--- config.mk ---
export PLATFORM = sky130hd
export DESIGN_NAME = uart_rx_param_flat
export DESIGN_NICKNAME = d
export VERILOG_FILES = /design/src/rtl/uart_rx_param_if.sv /design/src/rtl/uart_rx_param.sv /design/src/flat_wrapper.sv
export SDC_FILE = /design/constraint.sdc
export NUM_CORES = 1
export LEC_CHECK = 0
export CORE_UTILIZATION = 40
export CTS_CLUSTER_SIZE = 8
export DETAILED_ROUTE_END_ITERATION = 12
export SKIP_LAST_GASP = 1
export SYNTH_ARGS = -nofsm -noshare
export SYNTH_HDL_FRONTEND = slang
export SYNTH_SLANG_ARGS = --single-unit
export TNS_END_PERCENT = 30
--- constraint.sdc ---
create_clock -name clk -period 3.63 [get_ports clk]
set_clock_uncertainty 0.15 [all_clocks]
set_input_delay 0.726 -clock clk [delete_from_list [all_inputs] [get_ports clk]]
set_output_delay 0.726 -clock clk [all_outputs]
set_load 0.05 [all_outputs]
--- src/rtl/uart_rx_param_if.sv ---
// Receive-side drain bus of the parametrised UART receiver: FIFO head
// fields plus the valid/ready handshake.
interface uart_rx_param_if #(
  parameter int DATA_BITS = 8
);
  logic [DATA_BITS-1:0] rx_data;
  logic                 rx_parity_err;
  logic                 rx_frame_err;
  logic                 rx_valid;
  logic                 rx_ready;

  modport master (
    output rx_data, rx_parity_err, rx_frame_err, rx_valid,
    input  rx_ready
  );

  modport slave (
    input  rx_data, rx_parity_err, rx_frame_err, rx_valid,
    output rx_ready
  );
endinterface

--- src/rtl/uart_rx_param.sv ---
// Parametrised UART receiver: 2-flop synchroniser, 3-sample majority vote
// per bit, false-start rejection, parity/framing flags and a small receive
// FIFO drained over a valid/ready interface.
module uart_rx_param #(
  parameter int CLKS_PER_BIT = 432,
  parameter int DATA_BITS    = 8,
  parameter int PARITY       = 0,
  parameter int STOP_BITS    = 1,
  parameter int FIFO_DEPTH   = 4
) (
  input  logic            clk,
  input  logic            rst,
  input  logic            rxd,
  uart_rx_param_if.master rx,
  output logic            overflow,
  output logic            busy
);
  localparam int H  = CLKS_PER_BIT / 2;
  localparam int CW = $clog2(CLKS_PER_BIT);
  localparam int AW = $clog2(FIFO_DEPTH);
  localparam logic [CW-1:0] C_S0   = CW'(H - 1);
  localparam logic [CW-1:0] C_S1   = CW'(H);
  localparam logic [CW-1:0] C_DEC  = CW'(H + 1);
  localparam logic [CW-1:0] C_LAST = CW'(CLKS_PER_BIT - 1);
  localparam logic [3:0]    LAST_DATA = 4'(DATA_BITS - 1);
  localparam logic [3:0]    LAST_STOP = 4'(STOP_BITS - 1);

  typedef enum logic [2:0] {IDLE, START, DATA, PAR, STOP, PUSH} state_t;

  typedef struct packed {
    logic                 fe;
    logic                 pe;
    logic [DATA_BITS-1:0] data;
  } entry_t;

  state_t               state, state_nx;
  logic                 s1, rxd_s, rxd_q;
  logic [CW-1:0]        cnt;
  logic [3:0]           bidx;
  logic                 smp_a, smp_b, vote, dec, end_bit;
  logic [DATA_BITS-1:0] shreg;
  logic                 par_err, frm_err;
  logic                 push, pop, wr_en, empty, full;
  logic [AW:0]          wr_ptr, rd_ptr;
  entry_t               mem [FIFO_DEPTH];
  entry_t               head;

  // Two-flop synchroniser plus one history flop for falling-edge detection;
  // idle-high reset so leaving reset never looks like a start edge.
  always_ff @(posedge clk or posedge rst)
    if (rst) {s1, rxd_s, rxd_q} <= 3'b111;
    else     {s1, rxd_s, rxd_q} <= {rxd, s1, rxd_s};

  assign dec     = (cnt == C_DEC);
  assign end_bit = (cnt == C_LAST);
  assign vote    = (smp_a & smp_b) | (smp_a & rxd_s) | (smp_b & rxd_s);

  // FSM state register.
  always_ff @(posedge clk or posedge rst)
    if (rst) state <= IDLE;
    else     state <= state_nx;

  // Next-state logic; the last stop bit hands off at its vote, not its end,
  // so a back-to-back start edge is never missed.
  always_comb begin
    state_nx = state;
    case (state)
      IDLE:  if (rxd_q && !rxd_s) state_nx = START;
      START: if (dec && vote) state_nx = IDLE;
             else if (end_bit) state_nx = DATA;
      DATA:  if (end_bit && bidx == LAST_DATA) state_nx = (PARITY != 0) ? PAR : STOP;
      PAR:   if (end_bit) state_nx = STOP;
      STOP:  if (dec && bidx == LAST_STOP) state_nx = PUSH;
      PUSH:  state_nx = IDLE;
      default: state_nx = IDLE;
    endcase
  end

  // FSM outputs.
  always_comb begin
    busy = (state != IDLE);
    push = (state == PUSH);
  end

  // Bit timing, majority samples, shift register and error flags.
  always_ff @(posedge clk or posedge rst)
    if (rst) begin
      cnt     <= '0;
      bidx    <= '0;
      smp_a   <= 1'b0;
      smp_b   <= 1'b0;
      shreg   <= '0;
      par_err <= 1'b0;
      frm_err <= 1'b0;
    end else begin
      if (state_nx != state || end_bit) cnt <= '0;
      else                              cnt <= cnt + 1'b1;
      if (state_nx != state) bidx <= '0;
      else if (end_bit)      bidx <= bidx + 1'b1;
      if (cnt == C_S0) smp_a <= rxd_s;
      if (cnt == C_S1) smp_b <= rxd_s;
      if (state == IDLE) begin
        shreg   <= '0;
        par_err <= 1'b0;
        frm_err <= 1'b0;
      end else if (dec) begin
        case (state)
          DATA: shreg   <= {vote, shreg[DATA_BITS-1:1]};
          PAR:  par_err <= (^shreg) ^ vote ^ (PARITY == 2);
          STOP: if (!vote) frm_err <= 1'b1;
          default: ;
        endcase
      end
    end

  // FIFO control: a pop frees the slot the same cycle, so full+push+pop is
  // accepted; only full+push without pop drops the frame.
  always_comb begin
    empty    = (wr_ptr == rd_ptr);
    full     = (wr_ptr[AW] != rd_ptr[AW]) && (wr_ptr[AW-1:0] == rd_ptr[AW-1:0]);
    pop      = rx.rx_ready && !empty;
    wr_en    = push && (!full || pop);
    overflow = push && full && !pop;
  end

  // FIFO pointers with an extra wrap bit.
  always_ff @(posedge clk or posedge rst)
    if (rst) begin
      wr_ptr <= '0;
      rd_ptr <= '0;
    end else begin
      if (wr_en) wr_ptr <= wr_ptr + 1'b1;
      if (pop)   rd_ptr <= rd_ptr + 1'b1;
    end

  // FIFO storage; contents are don't-care while empty since the head is gated.
  always_ff @(posedge clk)
    if (wr_en) mem[wr_ptr[AW-1:0]] <= '{fe: frm_err, pe: par_err, data: shreg};

  assign head             = empty ? '0 : mem[rd_ptr[AW-1:0]];
  assign rx.rx_data       = head.data;
  assign rx.rx_parity_err = head.pe;
  assign rx.rx_frame_err  = head.fe;
  assign rx.rx_valid      = !empty;
endmodule
--- src/flat_wrapper.sv ---
// flat-port wrapper written by rule: the top's interface ports become plain ports
module uart_rx_param_flat 
#(
  parameter int CLKS_PER_BIT = 432,
  parameter int DATA_BITS    = 8,
  parameter int PARITY       = 0,
  parameter int STOP_BITS    = 1,
  parameter int FIFO_DEPTH   = 4
)
  (clk, rst, rxd, overflow, busy, rx_rx_data, rx_rx_parity_err, rx_rx_frame_err, rx_rx_valid, rx_rx_ready);
  uart_rx_param_if #(.DATA_BITS(DATA_BITS)) rx_i ();
  input  logic clk;
  input  logic rst;
  input  logic rxd;
  output logic overflow;
  output logic busy;
  output wire logic [$bits(rx_i.rx_data)-1:0] rx_rx_data;
  output wire logic [$bits(rx_i.rx_parity_err)-1:0] rx_rx_parity_err;
  output wire logic [$bits(rx_i.rx_frame_err)-1:0] rx_rx_frame_err;
  output wire logic [$bits(rx_i.rx_valid)-1:0] rx_rx_valid;
  input wire logic [$bits(rx_i.rx_ready)-1:0] rx_rx_ready;
  assign rx_rx_data = rx_i.rx_data;
  assign rx_rx_parity_err = rx_i.rx_parity_err;
  assign rx_rx_frame_err = rx_i.rx_frame_err;
  assign rx_rx_valid = rx_i.rx_valid;
  assign rx_i.rx_ready = rx_rx_ready;
  uart_rx_param #(.CLKS_PER_BIT(CLKS_PER_BIT), .DATA_BITS(DATA_BITS), .PARITY(PARITY), .STOP_BITS(STOP_BITS), .FIFO_DEPTH(FIFO_DEPTH)) u_core (.clk(clk), .rst(rst), .rxd(rxd), .rx(rx_i), .overflow(overflow), .busy(busy));
endmodule
# Word-level counts from Yosys, hierarchy flattened
# Memory sizes are Yosys's and may differ from the RTL's.
# Cells that the tools add are included.
dict set report classes {
  addsub 4
  eq_ne 15
  muxes 23
  bitwise 6
  n_reduce_logical 27
}
# operator n
set ops {}
lappend ops {{$eq A9 B8 Y1 const B} 3}
lappend ops {{$mux W8} 3}
lappend ops {{$mux W3} 6}
lappend ops {{$pmux W3 S5} 1}
lappend ops {{$mux W10} 1}
lappend ops {{$reduce_bool A2 Y1} 5}
lappend ops {{$add A9 B1 Y9 const B} 1}
lappend ops {{$eq A9 B9 Y1 const B} 1}
lappend ops {{$logic_and A1 B1 Y1} 9}
lappend ops {{$mux W1} 9}
lappend ops {{$mux W9} 1}
lappend ops {{$mux W4} 2}
lappend ops {{$reduce_xor A8 Y1} 1}
lappend ops {{$add A3 B1 Y3 const B} 2}
lappend ops {{$eq A3 B2 Y1 const B} 2}
lappend ops {{$eq A3 B3 Y1 const B} 2}
lappend ops {{$add A4 B1 Y4 const B} 1}
lappend ops {{$eq A4 B3 Y1 const B} 1}
lappend ops {{$logic_not A1 Y1} 4}
lappend ops {{$logic_not A4 Y1} 1}
lappend ops {{$reduce_and A2 Y1} 2}
lappend ops {{$and A1 B1 Y1} 3}
lappend ops {{$eq A3 B1 Y1 const B} 1}
lappend ops {{$eq A3 B3 Y1} 1}
lappend ops {{other kinds (10)} 12}
dict set report totals {
  ff_bits 37
  ram_bits 40
  in_bits 4
  out_inout_bits 13
  wordCells 89
  memories 1
}
# memory words width rd rd_ports_with_merged_regs write_ports line
set mem_list {}
lappend mem_list {u_core.mem 4 10 1 0 1 uart_rx_param.sv:45} ;# entry_t mem [FIFO_DEPTH];

# Longest topological paths before layout
dict set report logic_depth {
  depth_word 9
  depth_mapped 7
  depth_no_buf 6
}

# Worst setup path before layout
# Ideal clock, no wire load.
dict set report synth_path {
  path_type {input to output}
  from {input rx_rx_ready}
  to {output overflow}
  arrival_time_ns 2.281
  required_ns 2.754
  slack_ns 0.473
  path_stages 1
  path_buffers 0
  path_cell_list {nor4_1}
}
dict set report synth_between {
  elab_chain_len 3
}
# element line
set synth_rtl {}
lappend synth_rtl {{from (decl)} flat_wrapper.sv:21} ;# input wire logic [$bits(rx_i.rx_ready)-1:0] rx_rx_ready;
lappend synth_rtl {{$logic_and A1 B1 Y1} uart_rx_param.sv:121} ;# pop = rx.rx_ready && !empty;
lappend synth_rtl {{$logic_not A1 Y1} uart_rx_param.sv:123} ;# overflow = push && full && !pop;
lappend synth_rtl {{$logic_and A1 B1 Y1} uart_rx_param.sv:123}
lappend synth_rtl {{to (decl)} flat_wrapper.sv:15} ;# output logic overflow;
# Every way passes these cells.

# Worst setup path in the final report
dict set report layout_path {
  from {register u_core.rd_ptr[0]}
  to {output rx_rx_data[3]}
}
dict set report layout_between {
  elab_chain_len 2
  elab_cells_between_ends 3
  cone_classes {1 x eq/ne; 1 x mux; 1 x memory}
}
# element line
set layout_rtl {}
lappend layout_rtl {{from (decl)} uart_rx_param.sv:44} ;# logic [AW:0] wr_ptr, rd_ptr;
lappend layout_rtl {{from (signal assigned)} uart_rx_param.sv:133} ;# if (pop) rd_ptr <= rd_ptr + 1'b1;
lappend layout_rtl {{$mem_v2 Z4 W10 or $eq A3 B3 Y1 (tied branches)} --}
lappend layout_rtl {{$mux W10 *} uart_rx_param.sv:140} ;# assign head = empty ? '0 : mem[rd_ptr[AW-1:0]];
lappend layout_rtl {{to (decl)} flat_wrapper.sv:17} ;# output wire logic [$bits(rx_i.rx_data)-1:0] rx_rx_data;
# Every way passes the cells marked *; elsewhere a longest branch is shown, timed or not.

==> impl_results.md <==
- Status: finished clean
- Post-CTS setup buffers: 0
- Synth Register Bits: 77
- WL per Instance: 16.2 um
- Fin Setup TNS: 0 ns
- Synth unique cells: 50
- Slew of the pin with the lowest slew margin: 0.884 ns
- Placer Congestion: 0.797
- CP Depth: 4
- Crit-path cells: buf_4, mux4_2, and2_1, clkdlybuf4s50_1
- Tot GR Track Use: 15.7%
- R2R setup slack: 1.11 ns
- Syn Nets: 273
- Total CTS buffers: 9
- CP Capture Type: output pin
- RSZ-0062 raised after global routing: no
- Crit share post-route: 94.7%
- Max stage delay cell, worst path: clkdlybuf4s50_1
- Final hold violations: 0
- First-pass DRT Iterations: 4
- Placed insts: 377
- Starting Density: 42.2%
- Chip width: 96.0 um
- Hold buffers post-CTS: 0
- Diode count: 0
- Final Net Count: 297
- CTS clk-pin slew, worst paths: 0.09 ns
- Vias per cell: 5.44
- Initial antenna violation count: 0
- Vias in the first global route: 2225
- Cell area after layout: 0.00404 mm^2
- Via count: 2137
- First-pass GRT wire length: 10900 um
- Delay-heaviest family, CP: buffers and inverters
- CP arrival: 2.56 ns
- Placed cell area: 0.00383 mm^2
- DIE AREA: 0.00922 mm^2
- Worst hold path depth: 0
- Fin. max-slew vios: 0
- Slowest stage delay, CP: 0.69 ns
- Critical path type: register to output pin
- Startpoint Class: register
- EDFF count, synth: 40
- H-tree depth: 3
- Fraction of registers with async set/reset: 48.1%
- Mapped Area: 0.00354 mm^2
- VDD IR-drop max: 257 uV
- Synth Flop Type: edfxtp_1
- Core region area: 0.00838 mm^2
- Row count: 33
- Final setup violation count: 0
- IO Pins: 17
- P_leak: 1.64 nW
- Worst skew pair latency: 0.35 ns
- Die height: 96.0 um
- Synthesis-to-layout area growth: 14.1%
- FF-to-FF path depth: 3
- Tmin final: 3.44 ns
- Detailed placement HPWL: 4360 um
- Yosys warning count: 0
- Post-CTS sizing: 0
- Clock root cell: clkbuf_8
- Clk buf depth: 2
- Global route total overflow: 0
- Hold Path Class: register to register
- Max_cap viols: 0
- Largest net degree at the start of global routing: 24
- Layout Cells excl Fill: 393
- Mean post-synth cell area: 13.7 um^2
- Power density over cell area: 450 mW/mm^2
- PortBufs: 16
- DRC viols: 0
- Share of cells above drive strength 1: 15.6%
- Worst Path Max Fanout: 9
- Worst slew margin: 41.0%
- Syn Inst Count: 259
- Tot Pwr: 1.82 mW
- Synth area leaders: edfxtp_1 (34%), dfrtp_1 (24%), mux4_2 (6.4%), xnor2_1 (4.2%), ha_1 (3.5%)
- Post-synth top area cell: edfxtp_1
- Buf/Inv on CP: 2
- CTS Sinks: 77
- Post-synth top area share: 34.0%
- Sequential share of the synthesized area: 60.2%
- CTS tree: built
- Initial drt markers: 71
- CP Data Required Time: 2.75 ns
- Max Clk Rate: 291 MHz
- Post-route ant nets: 0
- Final wirelength: 6370 um
per-layer routing:
layer	wire length (um)	global-route usage [%]	share of wire, %	vias to the layer above
li1	-	-	-	1015
met1	2920	19.4	46	1074
met2	3130	26.7	49	41
met3	230	4.50	3.6	7
met4	86	4.98	1.3	0
met5	0	0	0	-
flip-flops by register name, summed over array words and instances (netlist names), 3 cells and up:
register,cells
u_core.state,3
u_core.rd_ptr,3
u_core.mem,40
u_core.bidx,4
u_core.shreg,8
u_core.wr_ptr,3
u_core.cnt,9
cell usage after synthesis, types with 4 or more instances:
library cell	instances
a21oi_1	5
nand2_1	12
nand3_1	13
nand4_1	6
a31oi_1	4
edfxtp_1	40
nor3_1	8
mux4_2	10
xnor2_1	17
ha_1	10
and2_1	14
inv_1	13
a22o_1	8
clkbuf_1	5
dfrtp_1	34
nor2_1	10
worst register-to-register path, stage by stage, from the launching register on:
cell and delay (ns):
dfrtp_1 0.68, nand3b_1 0.22, a41oi_1 0.49, and2_1 0.60
final timing paths:
check,from,endpoint
max,u_core.rd_ptr[0],rx_rx_data[3]
min,u_core.s1,u_core.rxd_s
max reg2reg,u_core.state[0],u_core.mem[3][2]
min reg2reg,u_core.s1,u_core.rxd_s
max in group asynchronous,rst,u_core.cnt[4]
min in group asynchronous,rst,u_core.cnt[2]
power breakdown:
| part | internal [mW] | switching, mW | leakage, nW |
|---|---|---|---|
| Clock | 0.328 | 0.338 | 0.0984 |
| Sequential | 0.940 | 0.0449 | 0.962 |
| Combinational | 0.0710 | 0.0955 | 0.584 |
| Total | 1.34 | 0.478 | 1.64 |
cells by family (layout without fill, tap and decap cells):
group / Yosys count / after routing / synth area share [%]
xor+xnor: 21 / 21 / 5.59
flops: 77 / 77 / 60.2
simple gates: 81 / 81 / 13.1
mux: 13 / 13 / 7.32
compound gates: 34 / 34 / 7.29
buf+inv: 22 / 51 / 2.65
fa+ha+maj: 11 / 11 / 3.82
per-stage QoR:
| step | setup slack, ns | util, % | hold slack (ns) |
|---|---|---|---|
| floorplan | 0.473 | - | 0.195 |
| global placement | 0.551 | 45.6 | 0.197 |
| detailed placement | 0.536 | 45.6 | 0.199 |
| CTS | 0.137 | 48.1 | 0.212 |
| global route | 0.0427 | 48.2 | 0.215 |
| finish | 0.191 | 48.2 | 0.209 |
area by class of cell:
| cell class | count | area [um^2] |
|---|---|---|
| Timing Repair Buffer | 22 | 203 |
| Inverter | 13 | 48.8 |
| Tap cell | 105 | 131 |
| Clock inverter | 7 | 82.6 |
| Multi-Input combinational cell | 160 | 1320 |
| Sequential cell | 77 | 2130 |
| Fill cell | 719 | 4340 |
| Clock buffer | 9 | 124 |
cells in the final DEF (no fill, tap or decap), drive strengths merged, types with 7 or more instances in the layout:
master         synthesis  routed
clkbuf                 5       9
edfxtp                40      40
xnor2                 17      17
nor2                  10      10
buf                    4       7
inv                   13      16
dfrtp                 34      34
ha                    10      10
mux4                  10      10
a22o                   8       8
nand3                 13      13
and2                  14      14
nor3                   9       9
nand2                 13      13
clkdlybuf4s50          0      15
(Power assumes the default switching activity.)
